===== src/rtl/signed_param_divider_pkg.sv =====
// Shared types for the signed sequential divider: FSM state encoding and
// the iteration-counter width helper.
package signed_param_divider_pkg;

   typedef enum logic [2:0] {
      IDLE,
      PREP,
      ITER,
      FIX,
      DONE
   } div_state_t;

   // Counter must hold WIDTH-1; never narrower than one bit.
   function automatic int cnt_w(input int width);
      return (width < 2) ? 1 : $clog2(width);
   endfunction

endpackage


===== src/rtl/signed_param_divider_if.sv =====
// START/DONE handshake and operand/result bus between the calc controller
// (master) and the signed divider (slave).
interface signed_param_divider_if #(
   parameter int WIDTH = 8
);
   logic                      START;
   logic signed [2*WIDTH-1:0] Dividend;
   logic signed [WIDTH-1:0]   Divisor;
   logic signed [WIDTH-1:0]   Quotient;
   logic signed [WIDTH-1:0]   Remainder;
   logic                      BUSY;
   logic                      DONE;
   logic                      DIV0;
   logic                      OVF;

   modport master (
      output START, Dividend, Divisor,
      input  Quotient, Remainder, BUSY, DONE, DIV0, OVF
   );

   modport slave (
      input  START, Dividend, Divisor,
      output Quotient, Remainder, BUSY, DONE, DIV0, OVF
   );
endinterface


===== src/rtl/signed_param_divider_sub_step.sv =====
// One restoring shift-subtract step on unsigned magnitudes.
// Relies on i_rem < i_div on entry, so the shifted partial remainder is
// below 2*i_div and the sign of the (WIDTH+1)-bit trial is exact.
module signed_param_divider_sub_step #(
   parameter int WIDTH = 8
) (
   input  logic [WIDTH-1:0] i_rem,
   input  logic [WIDTH-1:0] i_quo,
   input  logic [WIDTH-1:0] i_div,
   output logic [WIDTH-1:0] o_rem,
   output logic [WIDTH-1:0] o_quo
);
   logic [WIDTH:0] w_shift;
   logic [WIDTH:0] w_trial;

   // Shift in next dividend bit, trial-subtract, keep or restore.
   always_comb begin
      w_shift = {i_rem, i_quo[WIDTH-1]};
      w_trial = w_shift - {1'b0, i_div};
      if (!w_trial[WIDTH]) begin
         o_rem = w_trial[WIDTH-1:0];
         o_quo = {i_quo[WIDTH-2:0], 1'b1};
      end else begin
         o_rem = w_shift[WIDTH-1:0];
         o_quo = {i_quo[WIDTH-2:0], 1'b0};
      end
   end
endmodule


===== src/rtl/signed_param_divider.sv =====
// Signed sequential divider: 2W-bit dividend / W-bit divisor, one quotient
// bit per clock, with divide-by-zero and overflow detection.
// Optional build macro DIV_SATURATE_EN: error results saturate instead of
// reading zero.
module signed_param_divider
   import signed_param_divider_pkg::*;
#(
   parameter int WIDTH = 8
) (
   input logic                  CLOCK,
   input logic                  RESET_N,
   signed_param_divider_if.slave bus
);
   localparam int W2 = 2 * WIDTH;
   localparam int CW = cnt_w(WIDTH);
   localparam logic [WIDTH-1:0] Q_NEG_LIM = {1'b1, {(WIDTH-1){1'b0}}};

   function automatic logic [W2-1:0] neg_wide(input logic [W2-1:0] x);
      return ~x + W2'(1);
   endfunction

   function automatic logic [WIDTH-1:0] neg_narrow(input logic [WIDTH-1:0] x);
      return ~x + WIDTH'(1);
   endfunction

`ifdef DIV_SATURATE_EN
   function automatic logic [WIDTH-1:0] sat_quo(input logic neg);
      return neg ? {1'b1, {(WIDTH-1){1'b0}}} : {1'b0, {(WIDTH-1){1'b1}}};
   endfunction
`endif

   div_state_t              r_state;
   logic [CW-1:0]           r_cnt;
   logic signed [W2-1:0]    r_dvd;
   logic signed [WIDTH-1:0] r_dvs;
   logic                    r_sd, r_sv;
   logic [WIDTH-1:0]        r_rem, r_quo, r_dmag;
   logic                    r_div0, r_ovf, r_fix_wait;
   logic signed [WIDTH-1:0] r_o_quo, r_o_rem;
   logic                    r_busy, r_done, r_o_div0, r_o_ovf;

   logic [W2-1:0]           w_dvd_mag;
   logic [WIDTH-1:0]        w_dvs_mag;
   logic                    w_div0, w_pre_ovf;
   logic [WIDTH-1:0]        w_rem_nx, w_quo_nx;
   logic                    w_qneg, w_rng_ovf, w_fin_ovf;
   logic [WIDTH-1:0]        w_fin_quo, w_fin_rem;

   // Operand magnitudes and early error detection from the latched operands.
   always_comb begin
      w_dvd_mag = r_sd ? neg_wide(r_dvd) : r_dvd;
      w_dvs_mag = r_sv ? neg_narrow(r_dvs) : r_dvs;
      w_div0    = (r_dvs == '0);
      w_pre_ovf = (w_dvd_mag[W2-1:WIDTH] >= w_dvs_mag);
   end

   signed_param_divider_sub_step #(.WIDTH(WIDTH)) u_step (
      .i_rem (r_rem),
      .i_quo (r_quo),
      .i_div (r_dmag),
      .o_rem (w_rem_nx),
      .o_quo (w_quo_nx)
   );

   // Sign restoration, signed range check and error-result selection.
   always_comb begin
      w_qneg    = r_sd ^ r_sv;
      w_rng_ovf = w_qneg ? (r_quo > Q_NEG_LIM) : r_quo[WIDTH-1];
      w_fin_ovf = !r_div0 && (r_ovf || w_rng_ovf);
      w_fin_quo = '0;
      w_fin_rem = '0;
      if (r_div0) begin
`ifdef DIV_SATURATE_EN
         w_fin_quo = sat_quo(r_sd);
`endif
      end else if (w_fin_ovf) begin
`ifdef DIV_SATURATE_EN
         w_fin_quo = sat_quo(w_qneg);
`endif
      end else begin
         w_fin_quo = w_qneg ? neg_narrow(r_quo) : r_quo;
         w_fin_rem = r_sd ? neg_narrow(r_rem) : r_rem;
      end
   end

   // Control FSM with registered results; reset aborts any operation.
   always_ff @(posedge CLOCK or negedge RESET_N) begin
      if (!RESET_N) begin
         r_state    <= IDLE;
         r_cnt      <= '0;
         r_dvd      <= '0;
         r_dvs      <= '0;
         r_sd       <= 1'b0;
         r_sv       <= 1'b0;
         r_rem      <= '0;
         r_quo      <= '0;
         r_dmag     <= '0;
         r_div0     <= 1'b0;
         r_ovf      <= 1'b0;
         r_fix_wait <= 1'b0;
         r_o_quo    <= '0;
         r_o_rem    <= '0;
         r_busy     <= 1'b0;
         r_done     <= 1'b0;
         r_o_div0   <= 1'b0;
         r_o_ovf    <= 1'b0;
      end else begin
         case (r_state)
            IDLE: begin
               if (bus.START) begin
                  r_dvd      <= bus.Dividend;
                  r_dvs      <= bus.Divisor;
                  r_sd       <= bus.Dividend[W2-1];
                  r_sv       <= bus.Divisor[WIDTH-1];
                  r_busy     <= 1'b1;
                  r_o_div0   <= 1'b0;
                  r_o_ovf    <= 1'b0;
                  r_fix_wait <= 1'b0;
                  r_state    <= PREP;
               end
            end
            PREP: begin
               r_rem  <= w_dvd_mag[W2-1:WIDTH];
               r_quo  <= w_dvd_mag[WIDTH-1:0];
               r_dmag <= w_dvs_mag;
               r_div0 <= w_div0;
               r_ovf  <= !w_div0 && w_pre_ovf;
               r_cnt  <= CW'(WIDTH - 1);
               r_state <= (w_div0 || w_pre_ovf) ? FIX : ITER;
            end
            ITER: begin
               r_rem <= w_rem_nx;
               r_quo <= w_quo_nx;
               if (r_cnt == '0) r_state <= FIX;
               else             r_cnt   <= r_cnt - CW'(1);
            end
            FIX: begin
               // Error path lingers one extra cycle so its latency is fixed at three edges.
               if ((r_div0 || r_ovf) && !r_fix_wait) begin
                  r_fix_wait <= 1'b1;
               end else begin
                  r_o_quo  <= w_fin_quo;
                  r_o_rem  <= w_fin_rem;
                  r_o_div0 <= r_div0;
                  r_o_ovf  <= w_fin_ovf;
                  r_done   <= 1'b1;
                  r_state  <= DONE;
               end
            end
            DONE: begin
               r_done  <= 1'b0;
               r_busy  <= 1'b0;
               r_state <= IDLE;
            end
            default: r_state <= IDLE;
         endcase
      end
   end

   assign bus.Quotient  = r_o_quo;
   assign bus.Remainder = r_o_rem;
   assign bus.BUSY      = r_busy;
   assign bus.DONE      = r_done;
   assign bus.DIV0      = r_o_div0;
   assign bus.OVF       = r_o_ovf;

endmodule


===== src/flat_wrapper.sv =====
// flat-port wrapper written by rule: the top's interface ports become plain ports
module signed_param_divider_flat import signed_param_divider_pkg::*;
#(
   parameter int WIDTH = 8
)
  (CLOCK, RESET_N, bus_START, bus_Dividend, bus_Divisor, bus_Quotient, bus_Remainder, bus_BUSY, bus_DONE, bus_DIV0, bus_OVF);
  signed_param_divider_if #(.WIDTH(WIDTH)) bus_i ();
  input logic CLOCK;
  input logic RESET_N;
  input wire logic [$bits(bus_i.START)-1:0] bus_START;
  input wire logic [$bits(bus_i.Dividend)-1:0] bus_Dividend;
  input wire logic [$bits(bus_i.Divisor)-1:0] bus_Divisor;
  output wire logic [$bits(bus_i.Quotient)-1:0] bus_Quotient;
  output wire logic [$bits(bus_i.Remainder)-1:0] bus_Remainder;
  output wire logic [$bits(bus_i.BUSY)-1:0] bus_BUSY;
  output wire logic [$bits(bus_i.DONE)-1:0] bus_DONE;
  output wire logic [$bits(bus_i.DIV0)-1:0] bus_DIV0;
  output wire logic [$bits(bus_i.OVF)-1:0] bus_OVF;
  assign bus_i.START = bus_START;
  assign bus_i.Dividend = bus_Dividend;
  assign bus_i.Divisor = bus_Divisor;
  assign bus_Quotient = bus_i.Quotient;
  assign bus_Remainder = bus_i.Remainder;
  assign bus_BUSY = bus_i.BUSY;
  assign bus_DONE = bus_i.DONE;
  assign bus_DIV0 = bus_i.DIV0;
  assign bus_OVF = bus_i.OVF;
  signed_param_divider #(.WIDTH(WIDTH)) u_core (.CLOCK(CLOCK), .RESET_N(RESET_N), .bus(bus_i));
endmodule

===== config.mk =====
export PLATFORM = sky130hd
export DESIGN_NAME = signed_param_divider_flat
export DESIGN_NICKNAME = d
export VERILOG_FILES = /design/src/rtl/signed_param_divider_pkg.sv /design/src/rtl/signed_param_divider_if.sv /design/src/rtl/signed_param_divider_sub_step.sv /design/src/rtl/signed_param_divider.sv /design/src/flat_wrapper.sv
export SDC_FILE = /design/constraint.sdc
export NUM_CORES = 1
export LEC_CHECK = 0
export CAP_MARGIN = 5
export CORE_UTILIZATION = 50
export CTS_BUF_LIST = sky130_fd_sc_hd__clkbuf_2
export CTS_CLUSTER_SIZE = 40
export DETAILED_ROUTE_END_ITERATION = 8
export PLACE_DENSITY = 0.75
export RECOVER_POWER = 100
export SLEW_MARGIN = 20
export SYNTH_ARGS = -nofsm -noshare
export SYNTH_HDL_FRONTEND = slang
export SYNTH_SLANG_ARGS = --single-unit

===== constraint.sdc =====
create_clock -name CLOCK -period 2.9 [get_ports CLOCK]
set_clock_uncertainty 0.05 [all_clocks]
set_input_delay 0.58 -clock CLOCK [delete_from_list [all_inputs] [get_ports CLOCK]]
set_output_delay 0.58 -clock CLOCK [all_outputs]
set_load 0.02 [all_outputs]

# After elaboration in Yosys (flattened, before gate mapping)
# Index checks and enable logic that the tools add are counted.
[word_totals] ff_bits=79 latch_bits=0 ram_bits=0 mem_bits_ro=0 out_inout_bits=20 memories=0
[op_classes] n_addsub=6 mul=0 n_div=0 n_lt_le_gt_ge=2 eq_ne=9 shifts=0 n_mux=31 bitwise=6 reduce_logical=24
[ops] op="8-bit two-way mux" count=8
[ops] op="8-bit case mux with 2 select lines" count=2
[ops] op="8-bit by 1-bit adder with 8-bit output (second input constant)" count=3
[ops] op="8-bit NOT" count=3
[ops] op="16-bit by 1-bit adder with 16-bit output (second input constant)" count=1
[ops] op="16-bit two-way mux" count=1
[ops] op="16-bit NOT" count=1
[ops] op="3-bit two-way mux" count=4
[ops] op="3-bit case mux with 4 select lines" count=1
[ops] op="1-bit case mux with 2 select lines" count=5
[ops] op="2-bit AND reduction" count=5
[ops] op="1-bit two-way mux" count=9
[ops] op="3-bit AND reduction" count=3
[ops] op="9-bit by 8-bit subtractor with 9-bit output" count=1
[ops] op="8-bit >= comparator" count=1
[ops] op="8-bit > comparator (second input constant)" count=1
[ops] op="8-bit logical NOT" count=1
[ops] op="2-bit nonzero test" count=4
[ops] op="3-bit by 2-bit equality test with 1-bit output (second input constant)" count=2
[ops] op="3-bit logical NOT" count=2
[ops] op="2-bit inequality test (second input constant)" count=3
[ops] op="3-bit case mux with 2 select lines" count=1
[ops] op="2-bit by 1-bit inequality test with 1-bit output (second input constant)" count=2
[ops] op="3-bit by 1-bit equality test with 1-bit output (second input constant)" count=1
[ops] op="7 further kinds" count=13

# Longest topological paths before layout
# Gate-level depths: netlist of the first run.
[logic_depth] ltp_word=7 mapped_depth=12 mapped_depth_nobuf=12

# Hierarchy
# A second synthesis of the first run with hierarchy kept.
[hier_totals] hier_cells=457 hier_area_um2=4503.1
[by_module_without_submodules] mod="signed_param_divider" instances=1 cells_each=392 area_per_inst_um2=3965.1 seq_area_each_um2=1926.8
[by_module_without_submodules] mod="signed_param_divider_sub_step" instances=1 cells_each=65 area_per_inst_um2=538.0 seq_area_each_um2=0.0

# Worst setup path after synthesis of the first run
# Ideal clock, no wire load.
[synth_path] path_type="reg-to-reg" startpoint="reg u_core.r_quo[7]" endpoint="reg u_core.r_rem[0]" t_arrival_ns=2.627 required_time_ns=2.739 slack_ns=0.112 path_stages_with_launch=10 cell_sequence="dfrtp_1 inv_1 ha_1 fa_1 nand2b_1 a21oi_1 o41ai_2 a211oi_4 mux2_1 a222oi_1"
[synth_via] elab_chain_len=3
[synth_lines] item="from (decl)" line_no="signed_param_divider.sv:37" text="logic [WIDTH-1:0] r_rem, r_quo, r_dmag;"
[synth_lines] item="from (signal assigned)" line_no="signed_param_divider.sv:124" text="r_quo <= w_dvd_mag[WIDTH-1:0];"
[synth_lines] item="from (signal assigned)" line_no="signed_param_divider.sv:133" text="r_quo <= w_quo_nx;"
[synth_lines] item="9-bit by 8-bit subtractor with 9-bit output" line_no="signed_param_divider_sub_step.sv:19" text="w_trial = w_shift - {1'b0, i_div};"
[synth_lines] item="8-bit two-way mux (*)" line_no="signed_param_divider_sub_step.sv:20" text="if (!w_trial[WIDTH]) begin"
[synth_lines] item="8-bit case mux with 2 select lines (*)" line_no="signed_param_divider.sv:108" text="case (r_state)"
[synth_lines] item="to (signal assigned)" line_no="signed_param_divider.sv:123" text="r_rem <= w_dvd_mag[W2-1:WIDTH];"
[synth_lines] item="to (signal assigned)" line_no="signed_param_divider.sv:132" text="r_rem <= w_rem_nx;"
[synth_lines] item="to (decl)" line_no="signed_param_divider.sv:37"
# Every way passes the cells marked *; elsewhere a longest branch is shown, timed or not.
# A chain may end at the register's enable or synchronous reset.

# Final worst setup path of the first run
[layout_path] startpoint="reg u_core.r_dvd[3]" endpoint="reg u_core.r_state[0]"
[layout_via] elab_chain_len=7
[layout_lines] item="from (decl)" line_no="signed_param_divider.sv:34" text="logic signed [W2-1:0] r_dvd;"
[layout_lines] item="from (signal assigned)" line_no="signed_param_divider.sv:111" text="r_dvd <= bus.Dividend;"
[layout_lines] item="16-bit NOT" line_no="signed_param_divider.sv:19" text="return ~x + W2'(1);"
[layout_lines] item="16-bit by 1-bit adder with 16-bit output" line_no="signed_param_divider.sv:19"
[layout_lines] item="16-bit two-way mux" line_no="signed_param_divider.sv:51" text="w_dvd_mag = r_sd ? neg_wide(r_dvd) : r_dvd;"
[layout_lines] item="8-bit >= comparator" line_no="signed_param_divider.sv:54" text="w_pre_ovf = (w_dvd_mag[W2-1:WIDTH] >= w_dvs_mag);"
[layout_lines] item="1-bit logical OR" line_no="signed_param_divider.sv:129" text="r_state <= (w_div0 || w_pre_ovf) ? FIX : ITER;"
[layout_lines] item="1-bit two-way mux" line_no="signed_param_divider.sv:129"
[layout_lines] item="3-bit case mux with 4 select lines" line_no="signed_param_divider.sv:108"
[layout_lines] item="to (signal assigned)" line_no="signed_param_divider.sv:129"
[layout_lines] item="to (decl)" line_no="signed_param_divider.sv:32" text="div_state_t r_state;"
# No other way between the ends.

==> flow_summary.ini, run 1 <==
[global_routing]
gr-total-overflow = 0
first_global_vias = 3469
antenna_found_initial = 0
grt_usage_pct = 24.0
grt_pass1_wl_um = 16800
grt_max_degree = 78

[route]
firstDrtPassIters = 4
drtIter0Drc = 235
viasPerCell = 5.74
drc = 0
drtAntennaViolNets = 0
wirelength_um = 9580
vias = 3495
wl_per_cell_um = 15.7

[final_layout]
fin_area_um2 = 5220
synthToLayoutAreaGrowth_pct = 18.9
layout.cells.non_filler = 609
antennaDiodeCount = 0
drive_gt1_share_pct = 12.9
nets = 550
final_util_pct = 62.6

[clock_tree]
clock_sinks = 77
path_clk_slew_ns = 0.22
cts_buffers = 9
cts_hold_buf = 0
ctsRootBufferMaster = clkbuf_2
clkLatencyLatePin_ns = 0.50
cts_tree = done
htreeDepth = 3
cts_max_path_buffers = 2

[pwr]
ir_drop_v = 0.000555
power_density_nw_per_um2 = 1370
power.leakage_nw = 2.28

[critical_path]
cp_max_fo = 4
worstSetupPathType = reg -> reg
cp.required_ns = 3.23
reg2regPathDepth = 11
end_kind = flip-flop
worstPathArrival_ns = 3.11
r2r-end = u_core.r_state[0]
start_kind = flip-flop
rr_startpoint = u_core.r_dvd[3]
ff2ff_setup_slack_ns = 0.12

[yosys]
synth_cell_type_count = 51
ys_seq_area_share_pct = 43.9
synth_compound_area_share_pct = 16.2
yosys.area_share.adder_pct = 6.73
synth_top_family_by_area = compound AO/OA/AOI/OAI gates
yosysTopAreaCell = dfrtp_1
synth.area.top_cells = dfrtp_1 44%, ha_1 6.3%, o21ai_0 5.8%, mux2_2 5.4%, nand2_1 4.2%
synth_edf_count = 0
synth_ff_type = dfrtp_1
synth_mux_area_share_pct = 7.96
synth_area_um2 = 4390
synthXorXnorAreaFrac_pct = 7.39
yosysTopAreaCellShare_pct = 43.9
synth_commonest_cells = 77 x dfrtp_1, 51 x o21ai_0, 49 x nand2_1
ys_ff_latch = 77
ys_warn_count = 0
syn_inst = 446
yosysMostFrequentCell = dfrtp_1
async_reset_ff_share_pct = 100
syn-num-nets = 496
synthSimpleGateAreaFrac_pct = 14.3
synth.avg_cell_area_um2 = 9.84

[placement]
gp_congestion = 0.861
place_area_um2 = 4980
dp_hpwl_um = 7140
place_inst = 588
portBuffers = 46

[floorplan]
row_count = 33
io_pins = 47
fp.dieH_um = 95.7
die-area_um2 = 9150
dieWidth_um = 95.7
initial_core_util_pct = 52.6
core_area_um2 = 8340

[timing]
fin_crit_ns = 2.78
max_clock_freq_mhz = 359
fin_crit_sh_pct = 96.0
hold_violations = 0
slew_violations = 78
tightest_slew_ns = 1.87
setup_violations = 0
slew_headroom_pct = -24.4
rsz0062_at_grt = true

[min_path]
whs_endpoint = u_core.bus.OVF
hold_path.class = reg -> reg
hold_path_depth = 1
min_from = u_core.r_div0

[status]
violations = capacitance limit, slew limit
status = finished, violations left

[run]
drv_cap = 1
[routing by layer]
metal | routed length (um) | share of wire (%) | GRT usage, % | up-vias
li1 | - | - | - | 1688
met1 | 4400 | 46 | 32.7 | 1672
met2 | 4510 | 47 | 39.2 | 123
met3 | 552 | 5.8 | 3.51 | 12
met4 | 121 | 1.3 | 7.96 | 0
met5 | 0 | 0 | 0 | -
[placed cells by master, fill, tap and decap left out, types with 5 or more instances in the layout]
master	count
xor2_1	19
dfrtp_1	76
clkdlybuf4s50_1	45
mux2i_1	9
inv_1	23
nor2_1	23
o31ai_1	8
a22oi_1	9
xnor2_1	18
buf_4	15
a21oi_1	17
o21ai_0	49
mux2_2	21
nand2b_1	5
nand2_1	49
nor2b_1	6
ha_1	22
clkbuf_2	11
nor3_1	8
nand3b_1	5
[worst max path at each step]
stage                         to             start  cells past startpoint
2_1_floorplan    u_core.r_rem[0]   u_core.r_quo[7]                      9
3_3_place_gp   u_core.r_state[0]   u_core.r_dvd[5]                     11
3_5_place_dp   u_core.r_state[0]   u_core.r_dvd[5]                     11
4_1_cts        u_core.r_state[0]   u_core.r_dvd[5]                     11
5_1_grt             u_core.r_ovf  u_core.r_dvd[10]                      9
6_report       u_core.r_state[0]   u_core.r_dvd[3]                     11
[final cells by class]
type                    count  area (um2)
clock buffers              10        50.0
clock inverters             5         124
fillers                   696        3120
inverters                  23        86.3
multi-input cells         328        2330
flip-flops and latches     77        1930
well taps                 105         131
repair buffers             61         568
[state kept, by name, indices dropped and copies added, names as in the netlist, 3 cells and up]
name	cells
u_core.bus.Quotient	8
u_core.r_state	3
u_core.r_cnt	3
u_core.bus.Remainder	8
u_core.r_dvs	7
u_core.r_dvd	15
u_core.r_rem	8
u_core.r_quo	8
u_core.r_dmag	8
[power by group]
| part | total [mW] | switching (mW) | leakage [nW] | internal, mW |
|---|---|---|---|---|
| clock network | 0.824 | 0.370 | 0.0996 | 0.455 |
| registers | 2.16 | 0.582 | 0.945 | 1.58 |
| logic | 4.14 | 2.19 | 1.24 | 1.95 |
| total | 7.12 | 3.14 | 2.28 | 3.99 |
[per-stage QoR]
stage | total power [mW] | hold WS (ns) | setup WS (ns) | setup TNS (ns)
global placement | 6.00 | 0.411 | 0.147 | 0
global route | 7.76 | 0.459 | -0.0664 | -0.129
detailed placement | 6.16 | 0.415 | 0.0398 | 0
CTS | 7.02 | 0.161 | 0.0294 | 0
floorplan | 4.99 | 0.234 | 0.112 | 0
finish | 7.12 | 0.439 | 0.117 | 0
[timing repair]
item / in CTS / in global routing
gates resized for setup: 1 / 6
setup buffers: 1 / 5
pin swaps: 2 / 11
hold endpoints to repair: 0 / 0
setup endpoints to repair: 1 / 4
[critical path, stage by stage, from the launching register on]
cell	delay [ns]
dfrtp_1	0.46
nor4_4	0.36
nand3b_1	0.23
o21ai_1	0.21
xor2_1	0.26
ha_1	0.28
nand2b_4	0.14
a21o_1	0.15
a21oi_1	0.12
o21ai_1	0.09
nor4_2	0.23
o32ai_1	0.10
[kinds of logic (layout without fill, tap and decap cells)]
group                    count (synthesis)  after routing
flip-flops                              77             77
AND/OR/NAND/NOR                        122            122
buffers and inverters                   41             99
AO/OA/AOI/OAI                          114            114
adder cells (fa/ha/maj)                 23             23
multiplexers                            32             32
XOR/XNOR                                37             37
(Power assumes the default switching activity.)
==> run 2, diff against run 1 <==
--- a/config.mk
+++ b/config.mk
@@ -8,7 +8,6 @@
 export CAP_MARGIN = 5
 export CORE_UTILIZATION = 50
 export CTS_BUF_LIST = sky130_fd_sc_hd__clkbuf_2
-export CTS_CLUSTER_SIZE = 40
 export DETAILED_ROUTE_END_ITERATION = 8
 export PLACE_DENSITY = 0.75
 export RECOVER_POWER = 100
==> results of run 2 <==
The final DEF is identical to that of run 1; final timing and power are the same.
==> run 3, diff against run 2 <==
--- a/config.mk
+++ b/config.mk
@@ -6,12 +6,13 @@
 export NUM_CORES = 1
 export LEC_CHECK = 0
 export CAP_MARGIN = 5
-export CORE_UTILIZATION = 50
+export CORE_UTILIZATION = 35
 export CTS_BUF_LIST = sky130_fd_sc_hd__clkbuf_2
 export DETAILED_ROUTE_END_ITERATION = 8
-export PLACE_DENSITY = 0.75
 export RECOVER_POWER = 100
+export REMOVE_ABC_BUFFERS = 1
 export SLEW_MARGIN = 20
 export SYNTH_ARGS = -nofsm -noshare
 export SYNTH_HDL_FRONTEND = slang
+export SYNTH_HIERARCHICAL = 1
 export SYNTH_SLANG_ARGS = --single-unit
==> run 3 against run 2 <==
  * Maximum frequency fell by 0.62%
  * The run still ends with capacitance limit, slew limit left
  * Core utilization fell by 19 points
  * Final area up 4.2%
  * Highest routed layer unchanged
==> flow_summary.ini, run 3 <==
[yosys]
synth_ff_type = dfrtp_1
synth.area.top_cells = dfrtp_1 43%, mux2_2 6.3%, ha_1 6.1%, o21ai_0 6.0%, nand2_1 4.0%
synth_cell_type_count = 52
synth_area_um2 = 4500
synth_commonest_cells = 77 x dfrtp_1, 54 x o21ai_0, 48 x nand2_1
synth_edf_count = 0
syn_inst = 457
synth.avg_cell_area_um2 = 9.85
ys_seq_area_share_pct = 42.8
yosysTopAreaCellShare_pct = 42.8
async_reset_ff_share_pct = 100
ys_ff_latch = 77
yosysTopAreaCell = dfrtp_1
yosysMostFrequentCell = dfrtp_1
ys_warn_count = 6

[global_routing]
grt_usage_pct = 16.1
antenna_found_initial = 0
first_global_vias = 3327
gr-total-overflow = 0
grt_pass1_wl_um = 16600
grt_max_degree = 78

[critical_path]
reg2regPathDepth = 9
critical_path.startpoint = u_core/r_dvd[6]
cp.required_ns = 3.29
rr_startpoint = u_core/r_dvd[6]
worstPathArrival_ns = 3.19
cp_num_buf_inv = 1
cp_max_fo = 8
r2r-end = u_core/r_ovf
worstSetupPathType = reg -> reg
ff2ff_setup_slack_ns = 0.1
crit_family = compound AO/OA/AOI/OAI gates
start_kind = flip-flop
cp_slowest_cell = or4_4
cpMostUsedCell = o21ai_0
cp.depth = 9
end_kind = flip-flop
timing.critical_path.to = u_core/r_ovf
critPathMaxStageDelay_ns = 0.56
cp_cell_sequence = or4_4 > buf_4 > o41ai_4 > xnor2_1 > ha_1 > a21oi_1 > o21ai_0 > a31oi_2 > o21ai_0

[floorplan]
fp.dieH_um = 115
row_count = 41
initial_core_util_pct = 35.8
dieWidth_um = 115
core_area_um2 = 12600
die-area_um2 = 13300
io_pins = 47

[placement]
dp_hpwl_um = 7580
gp_congestion = 0.867
portBuffers = 46
pre_cts_ws_ns = 0.0464
place_inst = 675

[timing]
hold_violations = 0
layout_setup_ws_ns = 0.0994
max_clock_freq_mhz = 357
tns_ns = 0
tightest_slew_ns = 1.88
slew_headroom_pct = -25.4
setup_violations = 0
fin_crit_ns = 2.80
fin_crit_sh_pct = 96.6
slew_violations = 78

[pwr]
power_density_nw_per_um2 = 1340
power.leakage_nw = 2.37
ir_drop_v = 0.000458
power_mw = 7.27

[clock_tree]
cts_buffers = 9
clock_sinks = 77
cts_max_path_buffers = 2
path_clk_slew_ns = 0.21
clkLatencyLatePin_ns = 0.53
ctsRootBufferMaster = clkbuf_2
cts_hold_buf = 0
htreeDepth = 3
cts_tree = done

[final_layout]
nets = 569
top_register = u_core/r_dvd
final_common_cell = dfrtp_1
num-fill-cells = 1243
final_cell_mix = 77 x dfrtp_1, 54 x o21ai_0, 48 x nand2_1
drive_gt1_share_pct = 17.2
layout.cells.non_filler = 695
synthToLayoutAreaGrowth_pct = 20.8
largest_register_ffs = 16
antennaDiodeCount = 0

[route]
wirelength_um = 10100
viasPerCell = 5.03
drtAntennaViolNets = 0
firstDrtPassIters = 4
vias = 3496
wl_per_cell_um = 14.5
drtIter0Drc = 189
drc = 0

[min_path]
hold_path.class = reg -> reg

[run]
drv_cap = 1

[status]
status = finished, violations left
violations = capacitance limit, slew limit
[run 3: cell types whose count changed after synthesis, sizes merged, moves of 4 or more]
cell / before / now
buf: 3 / 12
a22o: 0 / 5
or4: 3 / 7
a21oi: 18 / 14
nor3: 8 / 4
nand2b: 7 / 11
[run 3: layout make-up]
cell class,count,area (um2),share of cell area [%]
well taps,172,215,3.96
multi-input cells,330,2410,44.3
repair buffers,78,697,12.8
flip-flops and latches,77,1930,35.4
inverters,23,86.3,1.59
clock inverters,5,52.6,0.966
clock buffers,10,50.0,0.920
[run 3: logic make-up after synthesis]
family	share of synthesized area [%]
AO/OA/AOI/OAI	16.9
XOR/XNOR	7.42
adder cells (fa/ha/maj)	6.56
buffers and inverters	5.03
flip-flops	42.8
multiplexers	7.84
AND/OR/NAND/NOR	13.5
[run 3: per-layer routing]
| metal | part of all wire, % | routed length [um] | up-vias | global-route usage (%) |
|---|---|---|---|---|
| met2 | 45 | 4600 | 63 | 25.1 |
| met4 | 1.5 | 155 | 0 | 5.54 |
| met1 | 50 | 5010 | 1691 | 21.9 |
| met5 | 0 | 0 | - | 0 |
| met3 | 3.5 | 350 | 11 | 3.82 |
| li1 | - | - | 1731 | - |
[run 3: what timing repair did]
action | 4_1_cts | 5_1_grt
endpoints found under the setup margin | 0 | 9
resized for setup | 0 | 14
setup buffers | 0 | 5
[run 3: metrics by stage]
step	cell area (um2)	utilization (%)	hold WS (ns)
3_3_place_gp	5260	41.9	0.409
6_report	5440	43.3	0.450
2_1_floorplan	4360	-	0.234
5_1_grt	5440	43.3	0.461
4_1_cts	5360	42.7	0.100
3_5_place_dp	5260	41.9	0.419
[run 3: tightest hold or removal path: stages, from the launching register on]
cell and delay (ns):
dfrtp_1 0.39, nand2_1 0.05, nand2_1 0.05
[run 3: power by group]
part           internal, mW  leakage [nW]  switching, mW
combinational          2.25          1.36           2.42
clock                 0.192        0.0591          0.370
sequential             1.56         0.954          0.468
[run 3: worst min-delay path by stage]
| stage | startpoint | to | slack [ns] | depth (start not counted) |
|---|---|---|---|---|
| finish | u_core/bus.DONE | u_core/bus.DONE | 0.45 | 2 |
| global route | bus_Divisor[7] | u_core/r_dvs[7] | 0.46 | 3 |
| CTS | RESET_N | u_core/bus.Quotient[5] | 0.10 | 1 |
| detailed placement | u_core/bus.DONE | u_core/bus.DONE | 0.42 | 2 |
| global placement | u_core/bus.DONE | u_core/bus.DONE | 0.41 | 2 |
| floorplan | RESET_N | u_core/bus.BUSY | 0.23 | 0 |
